`src/rtl/text_entry_buffer.sv`:
```
// text_entry_buffer
// Builds one line of text from characters given one at a time. The line is
// left-justified, and every empty slot holds PAD_CHAR. The line feeds the
// LCD/VGA text path.
// A character is taken on each rising edge of `next`. Backspace removes the
// last character. ENTER completes a non-empty line. `clear` empties the line.
//
// Ports
//   Clk        in   system clock
//   Reset      in   asynchronous, active-high reset
//   data_in    in   character code, sampled when an edge of `next` is accepted
//   next       in   strobe; only its rising edge is used
//   clear      in   synchronous clear back to an empty ENTRY line
//   textOut    out  line buffer; char i at [(MAX_CHARS-i)*CHAR_W-1 -: CHAR_W]
//   count      out  number of valid characters
//   done       out  high while the line is complete (DONE)
//   full       out  count == MAX_CHARS
//   overflow   out  one-cycle pulse when a printable character is rejected
//   state_o    out  current FSM state (0 = ENTRY, 1 = DONE), for debug
//
// Handshake: no valid/ready handshake. A character is offered by raising
// `next`. It is consumed on the first clock edge that sees `next` high after
// `next` was seen low. The result is visible one cycle later.
module text_entry_buffer #(
  parameter int                CHAR_W     = 8,
  parameter int                MAX_CHARS  = 32,
  parameter int                CNT_W      = 6,
  parameter logic [CHAR_W-1:0] PAD_CHAR   = CHAR_W'(8'h20),
  parameter logic [CHAR_W-1:0] ENTER_CODE = CHAR_W'(8'h0D),
  parameter logic [CHAR_W-1:0] BS_CODE    = CHAR_W'(8'h08)
) (
  input  logic                        Clk,
  input  logic                        Reset,
  input  logic [CHAR_W-1:0]           data_in,
  input  logic                        next,
  input  logic                        clear,
  output logic [MAX_CHARS*CHAR_W-1:0] textOut,
  output logic [CNT_W-1:0]            count,
  output logic                        done,
  output logic                        full,
  output logic                        overflow,
  output logic                        state_o
);

  typedef enum logic {ST_ENTRY = 1'b0, ST_DONE = 1'b1} state_t;

  localparam logic [CNT_W-1:0] MAX_CNT = CNT_W'(MAX_CHARS);

  state_t            state_q, state_d;
  logic [CHAR_W-1:0] text_q [MAX_CHARS];
  logic [CHAR_W-1:0] text_d [MAX_CHARS];
  logic [CNT_W-1:0]  count_q, count_d, count_m1;
  logic              ovf_q, ovf_d;
  logic              next_dly_q;
  logic              armed_q;
  logic              accept;
  logic [31:0]       code;
  logic              is_print, is_bs, is_enter;

  // armed_q stays low after reset until `next` has been seen low. Because of
  // this, a `next` that is held high through reset release is not taken as
  // an edge.
  assign accept   = next & ~next_dly_q & armed_q;

  // Zero-extend the code so that the printable range 0x20..0x7E also works
  // for narrow (7-bit) characters.
  assign code     = 32'(data_in);
  assign is_print = (code >= 32'h20) && (code <= 32'h7E);
  assign is_bs    = ~is_print && (data_in == BS_CODE);
  assign is_enter = ~is_print && ~is_bs && (data_in == ENTER_CODE);
  assign count_m1 = count_q - CNT_W'(1);

  // FSM: state register
  always_ff @(posedge Clk or posedge Reset) begin
    if (Reset) state_q <= ST_ENTRY;
    else       state_q <= state_d;
  end

  // FSM: next state. An empty line cannot complete.
  always_comb begin
    state_d = state_q;
    if (clear)
      state_d = ST_ENTRY;
    else if (state_q == ST_ENTRY && accept && is_enter && count_q != '0)
      state_d = ST_DONE;
  end

  // FSM: outputs
  always_comb begin
    done    = (state_q == ST_DONE);
    state_o = state_q;
  end

  // Line datapath. clear takes priority over an accepted character.
  always_comb begin
    text_d  = text_q;
    count_d = count_q;
    ovf_d   = 1'b0;
    if (clear) begin
      for (int i = 0; i < MAX_CHARS; i++) text_d[i] = PAD_CHAR;
      count_d = '0;
    end else if (state_q == ST_ENTRY && accept) begin
      if (is_print) begin
        if (count_q < MAX_CNT) begin
          for (int i = 0; i < MAX_CHARS; i++)
            if (CNT_W'(i) == count_q) text_d[i] = data_in;
          count_d = count_q + CNT_W'(1);
        end else begin
          ovf_d = 1'b1;
        end
      end else if (is_bs && count_q != '0) begin
        for (int i = 0; i < MAX_CHARS; i++)
          if (CNT_W'(i) == count_m1) text_d[i] = PAD_CHAR;
        count_d = count_m1;
      end
    end
  end

  always_ff @(posedge Clk or posedge Reset) begin
    if (Reset) begin
      for (int i = 0; i < MAX_CHARS; i++) text_q[i] <= PAD_CHAR;
      count_q    <= '0;
      ovf_q      <= 1'b0;
      next_dly_q <= 1'b0;
      armed_q    <= 1'b0;
    end else begin
      text_q     <= text_d;
      count_q    <= count_d;
      ovf_q      <= ovf_d;
      next_dly_q <= next;
      armed_q    <= armed_q | ~next;
    end
  end

  always_comb begin
    textOut = '0;
    for (int i = 0; i < MAX_CHARS; i++)
      textOut[(MAX_CHARS-i)*CHAR_W-1 -: CHAR_W] = text_q[i];
  end

  assign count    = count_q;
  assign full     = (count_q == MAX_CNT);
  assign overflow = ovf_q;

endmodule

```
`config.mk`:
```
export PLATFORM = sky130hd
export DESIGN_NAME = text_entry_buffer
export DESIGN_NICKNAME = d
export VERILOG_FILES = /design/src/rtl/text_entry_buffer.sv
export SDC_FILE = /design/constraint.sdc
export NUM_CORES = 1
export LEC_CHECK = 0
export ABC_CLOCK_PERIOD_IN_PS = 11000
export CAP_MARGIN = 10
export CORE_MARGIN = 2
export CORE_UTILIZATION = 30
export CTS_CLUSTER_DIAMETER = 100
export DETAILED_ROUTE_END_ITERATION = 10
export PLACE_DENSITY = 0.53
export SETUP_SLACK_MARGIN = 0.1
export SLEW_MARGIN = 15
export SYNTH_ARGS = -nofsm -noshare
export SYNTH_HDL_FRONTEND = slang
export SYNTH_SLANG_ARGS = --single-unit
```
`constraint.sdc`:
```
create_clock -name Clk -period 11 [get_ports Clk]
set_clock_uncertainty 0.05 [all_clocks]
set_input_delay 2.2 -clock Clk [delete_from_list [all_inputs] [get_ports Clk]]
set_output_delay 2.2 -clock Clk [all_outputs]
set_load 0.1 [all_outputs]
```
Word-level counts from Yosys, hierarchy flattened
Cells that the tools add are included.
Storage, ports and cells
  register bits after elaboration: 266
  bits of input ports: 12
  output and inout bits: 266
Cells by class
  add/subtract/negate cells: 2
  $lt $le $gt $ge: 3
  equal/unequal tests: 98
  mux-type cells: 80
  bitwise logic cells: 8
  reduce and logical (&&, ||, !) cells: 79
Operators with widths (number)
  256-bit 2-to-1 mux: 5
  8-bit 2-to-1 mux: 64
  5-bit by 6-bit == test with 1-bit output, first input constant: 32
  5-bit AND reduction: 32
  3-bit by 2-bit != test with 1-bit output, second input constant: 33
  3-bit nonzero test: 33
  4-bit by 6-bit == test with 1-bit output, first input constant: 16
  3-bit by 6-bit == test with 1-bit output, first input constant: 8
  6-bit 2-to-1 mux: 5
  2-bit by 6-bit == test with 1-bit output, first input constant: 4
  8-bit by 4-bit == test with 1-bit output, second input constant: 2
  1-bit by 6-bit == test with 1-bit output, first input constant: 2
  6-bit logical NOT: 2
  8-bit by 6-bit greater-or-equal comparator with 1-bit output, second input constant: 1
  8-bit by 7-bit <= comparator with 1-bit output, second input constant: 1
  1-bit logical AND: 8
  6-bit by 1-bit adder with 6-bit output, second input constant: 1
  6-bit == test, second input constant: 1
  6-bit less-than comparator, second input constant: 1
  1-bit 2-to-1 mux: 6
  6-bit nonzero test: 1
  6-bit by 1-bit subtractor with 6-bit output, second input constant: 1
  1-bit inverter: 5
  2-bit nonzero test: 2
  3 further kinds: 4

Longest topological paths before layout
  depth in word-level cells: 11
  gate-level depth with buffers: 9
  mapped depth without buffers: 7

Least setup slack after synthesis
OpenSTA, ideal clock, no wires.
  path kind: register -> output
  start point: register count_q[5] (netlist: count[5])
  end point: output port full
  arrival: 4266 ps
  slack: 4484 ps
  cell stages (with the launch flop): 4
  buffers on the path: 1
  cell sequence: dfrtp_1 -> clkbuf_1 -> inv_1 -> nor4_1
Between the ends
  word-level cells in the longest chain between the ends: 1
RTL lines
  start, declared: line 52  | logic [CNT_W-1:0] count_q, count_d, count_m1;
  start signal, assigned: line 128  | count_q <= count_d;
  6-bit == test: line 142  | assign full = (count_q == MAX_CNT);
  end, declared: line 40  | output logic full,
No other way between the ends.

Worst setup path after layout
  start point: register count_q[0] (netlist: count[0])
  end point: output port full
The elaborated chain is that of the path after synthesis.

==> flow_summary.yaml <==
run_status:
  outcome: "finished clean"
timing:
  tns_ns: 0
  rsz0062_at_grt: "no"
  layout_setup_ws_ns: 5.02
  worstMarginPinSlew_ns: 1.14
  timing.fmax_mhz: 167
  hold_viol: 0
  drv_slew: 0
  min_period_ns: 5.98
  slew_headroom_pct: 23.4
  period_share_pct: 54.4
  setup_viol: 0
clock_network:
  post_cts_buffers: 0
  post_cts_resized: 0
  clock_latency_ns: 0.58
  clk_path_buf_depth: 3
  cts_hold_buf: 0
  numCtsBuffers: 31
  htree_levels: 1
  tritoncts: "done"
  path_clk_slew_ns: 0.06
  clock_sinks: 266
  cts_root_buf: "clkbuf_16"
grt:
  antenna_found_initial: 1
  grt_pass1_wl_mm: 60.3
  grt_pass1_vias: 8883
  grt_max_degree: 161
  grt_overflow: 0
  grt_use_total_pct: 19.4
die:
  core_area_um2: 38400
  initial_utilization_pct: 30.2
  die_x_um: 201
  design.die.area_um2: 40300
  io_pins: 278
  num_rows: 72
  die_h_um: 201
synthesis:
  synthXorXnorAreaFrac_pct: 0.0755
  synthAdderAreaFrac_pct: 0.539
  synthArstFlopShare_pct: 100
  synth_edf_count: 0
  ys_types: 62
  syn_avg_cell_area_um2: 12.1
  synthesis.nets: 973
  yosys.area_share.simple_pct: 6.76
  synth_top_family_by_area: "compound AO/OA/AOI/OAI gates"
  synth_compound_area_share_pct: 24.8
  seq_area_frac_synth_pct: 57.7
  synthMuxAreaShare_pct: 4.92
  syn_inst: 956
  synth_area_um2: 11600
  ys.flop_type: "dfrtp_1"
  ys.warnings.count: 0
  ys_ff_latch: 266
layout:
  multi_input_area_um2: 4320
  n_antenna_cell: 0
  layout_common_cells: "clkdlybuf4s50_1, dfrtp_1, a22o_1"
  mostFrequentLayoutCell: "clkdlybuf4s50_1"
  fill_cells: 3642
  drive_gt1_share_pct: 12.4
  final-seq-area_um2: 6700
  syn_to_final_growth_pct: 37.8
  instances_no_fill: 1764
  final_nets: 1238
drt:
  via_per_inst: 5.01
  wire_per_inst_um: 22.4
  drc: 0
  drtIter0Drc: 657
  vias: 8836
  drt_wl_total_mm: 39.6
  dr.pass1.iters: 5
  antenna_left: 0
setup_path:
  crit_end: "full"
  criticalPathCategory: "flop to output port"
  r2r_slack_ns: 7.47
  cpPeakStageDelay_ns: 1.25
  setup.worst_path.start_class: "flop"
  slowest_stage: "clkdlybuf4s50_1"
  critPathMaxFanout: 12
  crit_top_cell: "inv_1"
  critPathRequiredTime_ns: 8.75
  cp_cell_sequence: "inv_1, ha_1, inv_1, nor4_1, clkdlybuf4s50_1"
  r2r_start: "count[0]"
  cp-end-kind: "output port"
  crit_arrival_ns: 3.73
  r2r_cells: 7
  startpoint: "count[0]"
  r2r_end: "textOut[87]"
pwr:
  irDropWorstVdd_uv: 139
  power_density_nw_per_um2: 282
  total_power_mw: 4.51
  power.leakage_nw: 6.86
place:
  gp_congestion: 0.812
  port-buffer-count: 277
  dp.cells: 1706
  dp_hpwl_mm: 26.6
  dpl_worst_slack_ns: 5.64
run:
  drv_cap: 0
worst_hold_path:
  hold_path_class: "flop to flop"
==> where the power goes <==
group | total (mW) | leakage [nW] | internal, mW | switching (mW)
Clock | 1.12 | 0.542 | 0.698 | 0.421
Sequential | 1.30 | 3.46 | 1.15 | 0.145
Combinational | 2.09 | 2.86 | 0.456 | 1.64
==> final cells by class <==
type	count	share of cell area [%]
clock buffer	43	5.51
clock inverter	15	1.48
inverter	83	1.99
multi-input combinational	548	27.0
sequential	266	41.9
tap	518	4.05
timing repair buffer	291	18.1
==> cell usage after synthesis, types with 5 or more instances <==
cell	number	area, um2
a22oi_1	19	143
a211oi_2	16	200
mux2i_1	48	480
nor3_1	5	25.0
o2bb2ai_1	48	420
o21a_1	9	67.6
nand2_1	18	67.6
dfstp_2	32	841
buf_2	33	165
ha_1	5	62.6
a211o_1	6	52.6
o21ai_2	5	43.8
nand3b_1	5	37.5
nand3_1	30	150
mux2_1	8	90.1
a22o_1	98	858
inv_1	83	312
o21ai_1	18	90.1
a21boi_0	8	60.1
a211oi_4	9	180
a21oi_1	12	60.1
and2_1	31	194
nor2b_1	5	31.3
o211ai_2	8	100
buf_4	5	37.5
dfrtp_1	234	5860
nor2_1	17	63.8
clkbuf_1	17	63.8
a2111oi_0	10	87.6
o21ai_0	59	295
==> logic make-up after synthesis <==
group | after synthesis
DFF | 266
buffers and inverters | 142
AOI/OAI and AO/OA | 349
muxes | 56
and+or+nand+nor | 137
adders and majority gates | 5
xor gates and xnor gates | 1
==> stage by stage <==
step / utilization [%] / instance area [um2] / hold WS, ns
after floorplan: - / 11600 / 0.376
after global placement: 38.8 / 14900 / 0.392
after detailed placement: 38.8 / 14900 / 0.398
after CTS: 41.7 / 16000 / 0.410
after global routing: 41.7 / 16000 / 0.437
final: 41.7 / 16000 / 0.408
==> worst max-delay path: cells and delay by family (launching register included) <==
kind | cells | cell delay, ns
buf+inv | 3 | 1.68
flops | 1 | 0.52
fa+ha+maj | 1 | 0.50
simple gates | 1 | 0.45
==> registers in the layout, indices dropped and copies added, names as in the netlist <==
name        cells
next_dly_q      1
done            1
overflow        1
textOut       256
armed_q         1
count           6
==> routing by layer <==
| layer | routed length (um) | vias up | global-route usage, % | part of all wire, % |
|---|---|---|---|---|
| li1 | - | 4059 | - | - |
| met1 | 17800 | 4439 | 27.1 | 45 |
| met2 | 18200 | 300 | 30.0 | 46 |
| met3 | 3000 | 38 | 5.55 | 7.6 |
| met4 | 615 | 0 | 4.31 | 1.6 |
| met5 | 0 | - | 0 | 0 |
==> how the worst min path moves through the flow <==
stage | from | end | slack [ns] | cells after the start
finish | textOut[109] | textOut[109] | 0.41 | 2
global route | textOut[125] | textOut[125] | 0.44 | 2
CTS | textOut[109] | textOut[109] | 0.41 | 2
detailed placement | armed_q | armed_q | 0.40 | 1
global placement | armed_q | armed_q | 0.39 | 1
floorplan | armed_q | armed_q | 0.38 | 1
No activity file was read; power rests on OpenSTA's default activity.
